## config.mk

```make
export PLATFORM = sky130hd
export DESIGN_NAME = spi_shift_engine
export DESIGN_NICKNAME = d
export VERILOG_FILES = /design/src/rtl/spi_shift_engine.sv
export SDC_FILE = /design/constraint.sdc
export NUM_CORES = 1
export LEC_CHECK = 0
export BUFFER_PORTS_ARGS = -buffer_cell sky130_fd_sc_hd__buf_4
export CELL_PAD_IN_SITES_DETAIL_PLACEMENT = 1
export CELL_PAD_IN_SITES_GLOBAL_PLACEMENT = 2
export CORE_MARGIN = 10
export CORE_UTILIZATION = 24
export CTS_BUF_LIST = sky130_fd_sc_hd__clkbuf_16
export DETAILED_ROUTE_END_ITERATION = 10
export HOLD_SLACK_MARGIN = 0.1
export PLACE_DENSITY_LB_ADDON = 0.3
export SYNTH_ARGS = -nofsm -noshare
export SYNTH_HDL_FRONTEND = slang
export SYNTH_SLANG_ARGS = --single-unit
```

## constraint.sdc

```tcl
create_clock -name clk -period 1.5 [get_ports clk]
set_input_delay 0.225 -clock clk [delete_from_list [all_inputs] [get_ports clk]]
set_output_delay 0.225 -clock clk [all_outputs]
set_load 0.05 [all_outputs]
```

## src/rtl/spi_shift_engine.sv

```systemverilog
// SPI shift engine: loads a parallel frame, shifts it out and shifts receive data in, one bit per bit_tick.
// Optional per-frame LSB-first ordering is enabled by defining SPI_SHIFT_LSB_FIRST_EN.
module spi_shift_engine #(
  parameter int SIZE  = 8,
  parameter int CNT_W = $clog2(SIZE)
) (
  input  logic             clk,
  input  logic             rst,
  input  logic             start,
  input  logic             clear,
  input  logic             bit_tick,
  input  logic             lsb_first,
  input  logic             serIn,
  input  logic [SIZE-1:0]  dataIn,
  output logic             serOut,
  output logic [SIZE-1:0]  dataOut,
  output logic             busy,
  output logic             done,
  output logic [CNT_W-1:0] bit_cnt
);

  typedef enum logic [1:0] {IDLE, SHIFT, DONE} state_t;

  state_t           state_q, state_d;
  logic [SIZE-1:0]  data_q, data_d;
  logic [CNT_W-1:0] cnt_q, cnt_d;
  logic             order_q;

`ifdef SPI_SHIFT_LSB_FIRST_EN
  logic order_d;
`else
  // Order is fixed MSB-first; the select input has no effect in this build.
  logic unused_lsb_first;
  assign unused_lsb_first = lsb_first;
  assign order_q = 1'b0;
`endif

  always_comb begin
    state_d = state_q;
    data_d  = data_q;
    cnt_d   = cnt_q;
`ifdef SPI_SHIFT_LSB_FIRST_EN
    order_d = order_q;
`endif
    case (state_q)
      IDLE: begin
        if (start) begin
          data_d  = dataIn;
          cnt_d   = '0;
          state_d = SHIFT;
`ifdef SPI_SHIFT_LSB_FIRST_EN
          order_d = lsb_first;
`endif
        end
      end
      SHIFT: begin
        if (bit_tick) begin
          data_d = order_q ? {serIn, data_q[SIZE-1:1]} : {data_q[SIZE-2:0], serIn};
          if (cnt_q == CNT_W'(SIZE-1)) begin
            cnt_d   = '0;
            state_d = DONE;
          end else begin
            cnt_d = cnt_q + 1'b1;
          end
        end
      end
      DONE:    state_d = IDLE;
      default: state_d = IDLE;
    endcase
    // Abort wins over any start or tick in the same cycle, suppressing done.
    if (clear) begin
      state_d = IDLE;
      data_d  = '0;
      cnt_d   = '0;
    end
  end

  always_ff @(posedge clk) begin
    if (rst) begin
      state_q <= IDLE;
      data_q  <= '0;
      cnt_q   <= '0;
    end else begin
      state_q <= state_d;
      data_q  <= data_d;
      cnt_q   <= cnt_d;
    end
  end

`ifdef SPI_SHIFT_LSB_FIRST_EN
  always_ff @(posedge clk) begin
    if (rst) order_q <= 1'b0;
    else     order_q <= order_d;
  end
`endif

  assign serOut  = order_q ? data_q[0] : data_q[SIZE-1];
  assign dataOut = data_q;
  assign bit_cnt = cnt_q;
  assign busy    = (state_q == SHIFT);
  assign done    = (state_q == DONE);

endmodule

```

==> results of run 1 <==
-- critical path, delay by kind of cell, from the launching register on --
family                 cells  cell delay [ns]
buffers and inverters      1             0.21
DFF                        1             0.42
and+or+nand+nor            1             0.20
-- Yosys cell counts --
cell,count,area share
sky130_fd_sc_hd__nand3b_1,1,0.013
sky130_fd_sc_hd__buf_2,2,0.017
sky130_fd_sc_hd__nor4_1,1,0.011
sky130_fd_sc_hd__o22ai_1,2,0.021
sky130_fd_sc_hd__nor2_1,3,0.019
sky130_fd_sc_hd__o21ai_0,1,0.0085
sky130_fd_sc_hd__nand2_1,7,0.045
sky130_fd_sc_hd__nand3_1,2,0.017
sky130_fd_sc_hd__dfxtp_1,13,0.44
sky130_fd_sc_hd__o21a_1,8,0.10
sky130_fd_sc_hd__nor2b_1,1,0.011
sky130_fd_sc_hd__and2b_1,1,0.013
sky130_fd_sc_hd__mux2i_1,2,0.034
sky130_fd_sc_hd__buf_4,1,0.013
sky130_fd_sc_hd__buf_6,1,0.019
sky130_fd_sc_hd__nor2_2,2,0.021
sky130_fd_sc_hd__ha_1,2,0.042
sky130_fd_sc_hd__o221a_2,8,0.15
-- final cells by class --
type                            count  area share
Sequential cell                    13       0.284
Timing Repair Buffer               32       0.262
Tap cell                           28      0.0382
Clock buffer                        3      0.0819
Multi-Input combinational cell     41       0.330
Clock inverter                      1     0.00409
-- power by group through the flow --
stage                     clock (mW)  sequential, mW  combinational [mW]
after floorplan                    0           0.413              0.0598
after global placement             0           0.376               0.161
after detailed placement           0           0.377               0.161
after CTS                      0.517           0.371               0.162
after global routing           0.524           0.373               0.171
final                          0.499           0.371               0.159
-- sequential cells by signal (all words and copies together) (netlist names) --
signal and count:
bit_cnt 3, dataOut 8, state_q 2
-- worst paths after layout --
check                                              from                 endpoint  slack (ns)  cells after the start
worst max-delay path            state_q[0]$_SDFFE_PP0P_                     busy        0.19                      2
worst min-delay path                                rst  state_q[0]$_SDFFE_PP0P_        0.16                      2
worst max register to register  state_q[0]$_SDFFE_PP0P_  dataOut[2]$_SDFFE_PP0P_        0.24                      4
worst min register to register  bit_cnt[2]$_SDFFE_PP0P_  bit_cnt[2]$_SDFFE_PP0P_        0.50                      2
-- stage by stage --
| stage | hold slack [ns] | power, mW | area, um^2 |
|---|---|---|---|
| global route | 0.162 | 1.07 | 917 |
| global placement | 0.408 | 0.537 | 838 |
| floorplan | 0.302 | 0.473 | 592 |
| detailed placement | 0.409 | 0.539 | 838 |
| finish | 0.155 | 1.03 | 917 |
| CTS | 0.150 | 1.05 | 917 |
-- kinds of logic after synthesis --
| logic type | Yosys count |
|---|---|
| multiplexers | 2 |
| adder cells (fa/ha/maj) | 2 |
| AND/OR/NAND/NOR | 18 |
| buffers and inverters | 4 |
| AO/OA/AOI/OAI | 19 |
| flip-flops | 13 |
-- per-layer routing --
layer	GRT usage	up-vias
met5	0	-
met2	0.110	18
met3	0.0414	4
met1	0.0823	272
li1	-	281
met4	0.0399	0
==> run_summary.xml, run 1 <==
<?xml version="1.0" encoding="UTF-8"?>
<metrics>
  <group name="floorplanning">
    <metric name="die-height" unit="um">69.6</metric>
    <metric name="placement_rows" unit="">17</metric>
    <metric name="die_area" unit="um^2">4840</metric>
    <metric name="io_pins" unit="">29</metric>
    <metric name="placeableCoreArea" unit="um^2">2280</metric>
    <metric name="initial_core_util" unit="">0.259</metric>
    <metric name="die_width" unit="um">69.6</metric>
  </group>
  <group name="drt">
    <metric name="route.detailed.vias_per_inst" unit="">4.87</metric>
    <metric name="detail_route.wirelength.met1" unit="um">745</metric>
    <metric name="wl_per_cell" unit="um">14.9</metric>
    <metric name="routed_wirelength" unit="um">1760</metric>
    <metric name="route.met2.wl" unit="um">830</metric>
    <metric name="vias" unit="">575</metric>
    <metric name="top_layer" unit="">met4</metric>
    <metric name="drt.antenna.violating_nets" unit="">0</metric>
    <metric name="detail_route.iter0.violations" unit="">32</metric>
    <metric name="detail_route.drc_violations" unit="">0</metric>
    <metric name="firstDrtPassIters" unit="">4</metric>
    <metric name="met3RoutedLength" unit="um">153</metric>
  </group>
  <group name="critical_path">
    <metric name="crit_required" unit="ns">1.27</metric>
    <metric name="critical_path_arrival" unit="ns">1.08</metric>
    <metric name="timing.critical_path.slowest_stage_cell" unit="">sky130_fd_sc_hd__dfxtp_1</metric>
    <metric name="crit_path_max_fanout" unit="">7</metric>
    <metric name="timing_worst_setup_path_type" unit="">flop to output pin</metric>
    <metric name="cp-start-kind" unit="">flop</metric>
    <metric name="cp-end-kind" unit="">output pin</metric>
    <metric name="cp_cell_sequence" unit="">nor2b_2 -&gt; buf_4</metric>
    <metric name="slowest_delay" unit="ns">0.42</metric>
  </group>
  <group name="synthesis">
    <metric name="synth-warning-count" unit="">0</metric>
    <metric name="ys_seq_area_frac" unit="">0.442</metric>
    <metric name="share_of_the_synthesized_area_in_compound_gates_ao_oa_aoi_oai" unit="">0.285</metric>
    <metric name="synthCells" unit="">58</metric>
    <metric name="synth_simple_gate_area_share" unit="">0.149</metric>
    <metric name="synth_seq_cells" unit="">13</metric>
    <metric name="post_synth_mux_area_share" unit="">0.0340</metric>
    <metric name="yosys.area_share.xor_xnor" unit="">0</metric>
    <metric name="yosys.area_share.adder" unit="">0.0425</metric>
    <metric name="synth_fp_nets" unit="">75</metric>
    <metric name="synth_top_family_by_area" unit="">compound AO/OA/AOI/OAI gates</metric>
    <metric name="synth_area_per_cell" unit="um^2">10.2</metric>
    <metric name="post_synth_num_cell_types" unit="">18</metric>
    <metric name="syn_area" unit="um^2">589</metric>
  </group>
  <group name="clocking">
    <metric name="postCtsHoldBufs" unit="">0</metric>
    <metric name="tritoncts" unit="">built</metric>
    <metric name="root_buffer" unit="">sky130_fd_sc_hd__clkbuf_16</metric>
    <metric name="cts_buffer_depth" unit="">2</metric>
    <metric name="ctsResizeCount" unit="">0</metric>
    <metric name="numCtsBuffers" unit="">3</metric>
    <metric name="numClockSinks" unit="">13</metric>
    <metric name="cts_setup_buffers" unit="">0</metric>
    <metric name="clk_slew_on_worst_s_h_paths" unit="ns">0.05</metric>
    <metric name="h_tree_levels" unit="">1</metric>
    <metric name="clock_latency_on_the_worst_skew_pair" unit="ns">0.24</metric>
  </group>
  <group name="status">
    <metric name="run_status" unit="">completed</metric>
  </group>
  <group name="power_and_ir_drop">
    <metric name="internal_power" unit="mW">0.780</metric>
    <metric name="seq_pwr_share" unit="">0.360</metric>
    <metric name="leakagePower" unit="nW">0.421</metric>
    <metric name="power.combinational.fraction" unit="">0.155</metric>
    <metric name="power_density" unit="nW/um^2">1120</metric>
    <metric name="power_frac_clock" unit="">0.485</metric>
    <metric name="swShare" unit="">0.242</metric>
    <metric name="power.ir.vdd_worst" unit="V">0.000524</metric>
    <metric name="net-switching-power" unit="mW">0.249</metric>
  </group>
  <group name="finish">
    <metric name="design.final.nets" unit="">108</metric>
    <metric name="post_layout_nonfiller_instances" unit="">118</metric>
    <metric name="final.fill_count" unit="">264</metric>
    <metric name="final_core_utilization" unit="">0.403</metric>
    <metric name="most-common-layout-cells" unit="">sky130_fd_sc_hd__buf_4, sky130_fd_sc_hd__dfxtp_1, sky130_fd_sc_hd__o21a_1, sky130_fd_sc_hd__o221a_2, sky130_fd_sc_hd__nand2_1</metric>
    <metric name="layout_cell_share_with_drive_strength_beyond_1" unit="">0.511</metric>
    <metric name="register_area" unit="um^2">260</metric>
    <metric name="multi_input_area" unit="um^2">303</metric>
    <metric name="flow.area_growth_from_synthesis" unit="%">55.6</metric>
    <metric name="antenna-diode-count" unit="">0</metric>
    <metric name="final_common_cell" unit="">sky130_fd_sc_hd__buf_4</metric>
  </group>
  <group name="grt">
    <metric name="congestion_overflow_gr" unit="">0</metric>
    <metric name="largest_net_degree_at_the_start_of_global_routing" unit="">16</metric>
    <metric name="global_route.usage.total" unit="">0.0743</metric>
    <metric name="grt_pass1_wl" unit="um">2970</metric>
    <metric name="grt_pass1_vias" unit="">606</metric>
    <metric name="grt_antenna_before_repair" unit="">0</metric>
  </group>
  <group name="place">
    <metric name="port_buffers" unit="">27</metric>
    <metric name="finalWeightedCongestion" unit="">0.647</metric>
    <metric name="detailedPlace.worstSlack" unit="ns">0.249</metric>
    <metric name="dpl.hpwl" unit="um">1360</metric>
    <metric name="place.detailed.instances" unit="">114</metric>
  </group>
  <group name="worst_hold_path">
    <metric name="min_path_type" unit="">input port to flop</metric>
  </group>
  <group name="sta">
    <metric name="pin_slew_with_the_least_headroom_to_its_limit" unit="ns">0.366</metric>
    <metric name="final.min_clock_period" unit="ns">1.31</metric>
    <metric name="post-route-period-util" unit="">0.871</metric>
    <metric name="timing_max_transition_violations_final" unit="">0</metric>
    <metric name="setup-tns-final" unit="ns">0</metric>
    <metric name="slew_headroom" unit="">0.756</metric>
    <metric name="rsz_0062_raised_after_global_routing" unit="">no</metric>
    <metric name="post-route-worst-setup-slack" unit="ns">0.194</metric>
    <metric name="finalClockSkew" unit="ns">0.00214</metric>
    <metric name="final-hold-violation-count" unit="">0</metric>
    <metric name="finalSetupViolations" unit="">0</metric>
    <metric name="max_freq" unit="MHz">766</metric>
  </group>
  <group name="job">
    <metric name="drv_cap" unit="">0</metric>
  </group>
</metrics>
Note: power is estimated with default switching activity, not from simulation.
==> run 2: changes to the inputs <==
Settings changed: REMOVE_ABC_BUFFERS from default to 1.
==> run_summary.xml, run 2 (same netlist as run 1, synthesis figures left out) <==
<?xml version="1.0" encoding="UTF-8"?>
<metrics>
  <group name="grt">
    <metric name="grt_antenna_before_repair" unit="">0</metric>
    <metric name="congestion_overflow_gr" unit="">0</metric>
    <metric name="largest_net_degree_at_the_start_of_global_routing" unit="">16</metric>
    <metric name="grt_pass1_vias" unit="">632</metric>
    <metric name="grt_pass1_wl" unit="um">2910</metric>
    <metric name="global_route.usage.total" unit="">0.0743</metric>
  </group>
  <group name="clocking">
    <metric name="numClockSinks" unit="">13</metric>
    <metric name="cts_buffer_depth" unit="">2</metric>
    <metric name="clk_slew_on_worst_s_h_paths" unit="ns">0.04</metric>
    <metric name="tritoncts" unit="">built</metric>
    <metric name="root_buffer" unit="">sky130_fd_sc_hd__clkbuf_16</metric>
    <metric name="postCtsHoldBufs" unit="">0</metric>
    <metric name="clock_latency_on_the_worst_skew_pair" unit="ns">0.24</metric>
    <metric name="h_tree_levels" unit="">1</metric>
    <metric name="numCtsBuffers" unit="">3</metric>
    <metric name="cts_setup_buffers" unit="">0</metric>
    <metric name="ctsResizeCount" unit="">0</metric>
  </group>
  <group name="finish">
    <metric name="antenna-diode-count" unit="">0</metric>
    <metric name="final_core_utilization" unit="">0.399</metric>
    <metric name="final_common_cell" unit="">sky130_fd_sc_hd__buf_4</metric>
    <metric name="most-common-layout-cells" unit="">sky130_fd_sc_hd__buf_4, sky130_fd_sc_hd__dfxtp_1, sky130_fd_sc_hd__o21a_1, sky130_fd_sc_hd__o221a_2, sky130_fd_sc_hd__nand2_1</metric>
    <metric name="final.fill_count" unit="">276</metric>
    <metric name="design.final.nets" unit="">107</metric>
    <metric name="flow.area_growth_from_synthesis" unit="%">53.9</metric>
    <metric name="layout_cell_share_with_drive_strength_beyond_1" unit="">0.494</metric>
    <metric name="largest_register_ffs" unit="">8</metric>
  </group>
  <group name="critical_path">
    <metric name="ff2ff_setup_slack" unit="ns">0.25</metric>
    <metric name="crit_required" unit="ns">1.27</metric>
    <metric name="ff_to_ff_end" unit="">dataOut[0]$_SDFFE_PP0P_</metric>
    <metric name="worstSetupEndpoint" unit="">busy</metric>
    <metric name="crit_path_max_fanout" unit="">7</metric>
    <metric name="critical_path_arrival" unit="ns">1.09</metric>
    <metric name="cp-start-kind" unit="">flop</metric>
    <metric name="cp-end-kind" unit="">output pin</metric>
    <metric name="timing_worst_setup_path_type" unit="">flop to output pin</metric>
    <metric name="timing.critical_path.from" unit="">state_q[0]$_SDFFE_PP0P_</metric>
    <metric name="reg2regPathDepth" unit="">4</metric>
    <metric name="crit-reg2reg-launch" unit="">state_q[0]$_SDFFE_PP0P_</metric>
  </group>
  <group name="power_and_ir_drop">
    <metric name="power_density" unit="nW/um^2">1120</metric>
    <metric name="power.ir.vdd_worst" unit="V">0.000736</metric>
    <metric name="leakagePower" unit="nW">0.415</metric>
    <metric name="overall_power_consumption" unit="mW">1.02</metric>
  </group>
  <group name="drt">
    <metric name="route.detailed.vias_per_inst" unit="">4.79</metric>
    <metric name="firstDrtPassIters" unit="">4</metric>
    <metric name="wl_per_cell" unit="um">14.6</metric>
    <metric name="drt.antenna.violating_nets" unit="">0</metric>
    <metric name="detail_route.drc_violations" unit="">0</metric>
    <metric name="routed_wirelength" unit="um">1700</metric>
    <metric name="vias" unit="">560</metric>
    <metric name="detail_route.iter0.violations" unit="">16</metric>
  </group>
  <group name="sta">
    <metric name="final.min_clock_period" unit="ns">1.31</metric>
    <metric name="post-route-worst-setup-slack" unit="ns">0.186</metric>
    <metric name="rsz_0062_raised_after_global_routing" unit="">no</metric>
    <metric name="slew_headroom" unit="">0.809</metric>
    <metric name="post-route-period-util" unit="">0.876</metric>
    <metric name="timing_max_transition_violations_final" unit="">0</metric>
    <metric name="finalSetupViolations" unit="">0</metric>
    <metric name="finalClockSkew" unit="ns">0.00212</metric>
    <metric name="max_freq" unit="MHz">761</metric>
    <metric name="final-hold-violation-count" unit="">0</metric>
    <metric name="pin_slew_with_the_least_headroom_to_its_limit" unit="ns">0.286</metric>
  </group>
  <group name="place">
    <metric name="port_buffers" unit="">27</metric>
    <metric name="finalWeightedCongestion" unit="">0.723</metric>
    <metric name="detailedPlace.worstSlack" unit="ns">0.271</metric>
    <metric name="dpl.hpwl" unit="um">1330</metric>
  </group>
  <group name="worst_hold_path">
    <metric name="startpoint_of_the_worst_hold_path" unit="">clear</metric>
    <metric name="min_path_type" unit="">input port to flop</metric>
  </group>
  <group name="floorplanning">
    <metric name="placeableCoreArea" unit="um^2">2280</metric>
    <metric name="die-height" unit="um">69.6</metric>
    <metric name="io_pins" unit="">29</metric>
    <metric name="initial_core_util" unit="">0.259</metric>
    <metric name="die_area" unit="um^2">4840</metric>
    <metric name="placement_rows" unit="">17</metric>
    <metric name="die_width" unit="um">69.6</metric>
  </group>
  <group name="job">
    <metric name="drv_cap" unit="">0</metric>
  </group>
  <group name="status">
    <metric name="run_status" unit="">completed</metric>
  </group>
</metrics>
==> run 2: metrics by stage <==
stage | instance area [um^2] | setup TNS [ns] | instances | hold WS (ns)
floorplan | 561 | -0.0188 | 54 | 0.302
global placement | 828 | 0 | 113 | 0.408
detailed placement | 828 | 0 | 113 | 0.416
CTS | 907 | 0 | 117 | 0.158
global route | 907 | 0 | 117 | 0.166
finish | 907 | 0 | 117 | 0.164
==> run 2: final cells by class <==
class | instances | area (um^2) | area share
well taps | 28 | 35.0 | 0.0386
flip-flops and latches | 13 | 260 | 0.287
clock inverters | 1 | 3.75 | 0.00414
repair buffers | 31 | 233 | 0.257
multi-input cells | 41 | 300 | 0.331
clock buffers | 3 | 75.1 | 0.0828
==> run 2: layer usage <==
layer  vias up  global-route usage  share of wire
met3         4              0.0371          0.059
li1        282                   -              -
met4         0              0.0399          0.021
met2        15               0.123           0.51
met1       259              0.0744           0.41
met5         -                   0              0
==> run 2: worst min-delay path by stage <==
stage | endpoint | depth (start not counted)
after floorplan | state_q[0]$_SDFFE_PP0P_ | 1
after global placement | state_q[0]$_SDFFE_PP0P_ | 2
after detailed placement | state_q[0]$_SDFFE_PP0P_ | 2
after CTS | state_q[0]$_SDFFE_PP0P_ | 2
after global routing | state_q[0]$_SDFFE_PP0P_ | 2
final | state_q[0]$_SDFFE_PP0P_ | 2
==> run 2: critical path, stage by stage (launching register included) <==
cell,delay [ns]
sky130_fd_sc_hd__dfxtp_1,0.43
sky130_fd_sc_hd__nor2b_1,0.20
sky130_fd_sc_hd__buf_4,0.22
==> run 2: where the power goes <==
group | internal [mW] | total (mW) | leakage (nW) | switching [mW]
Clock | 0.351 | 0.490 | 0.0423 | 0.139
Combinational | 0.0686 | 0.159 | 0.267 | 0.0904
Sequential | 0.359 | 0.370 | 0.106 | 0.0110
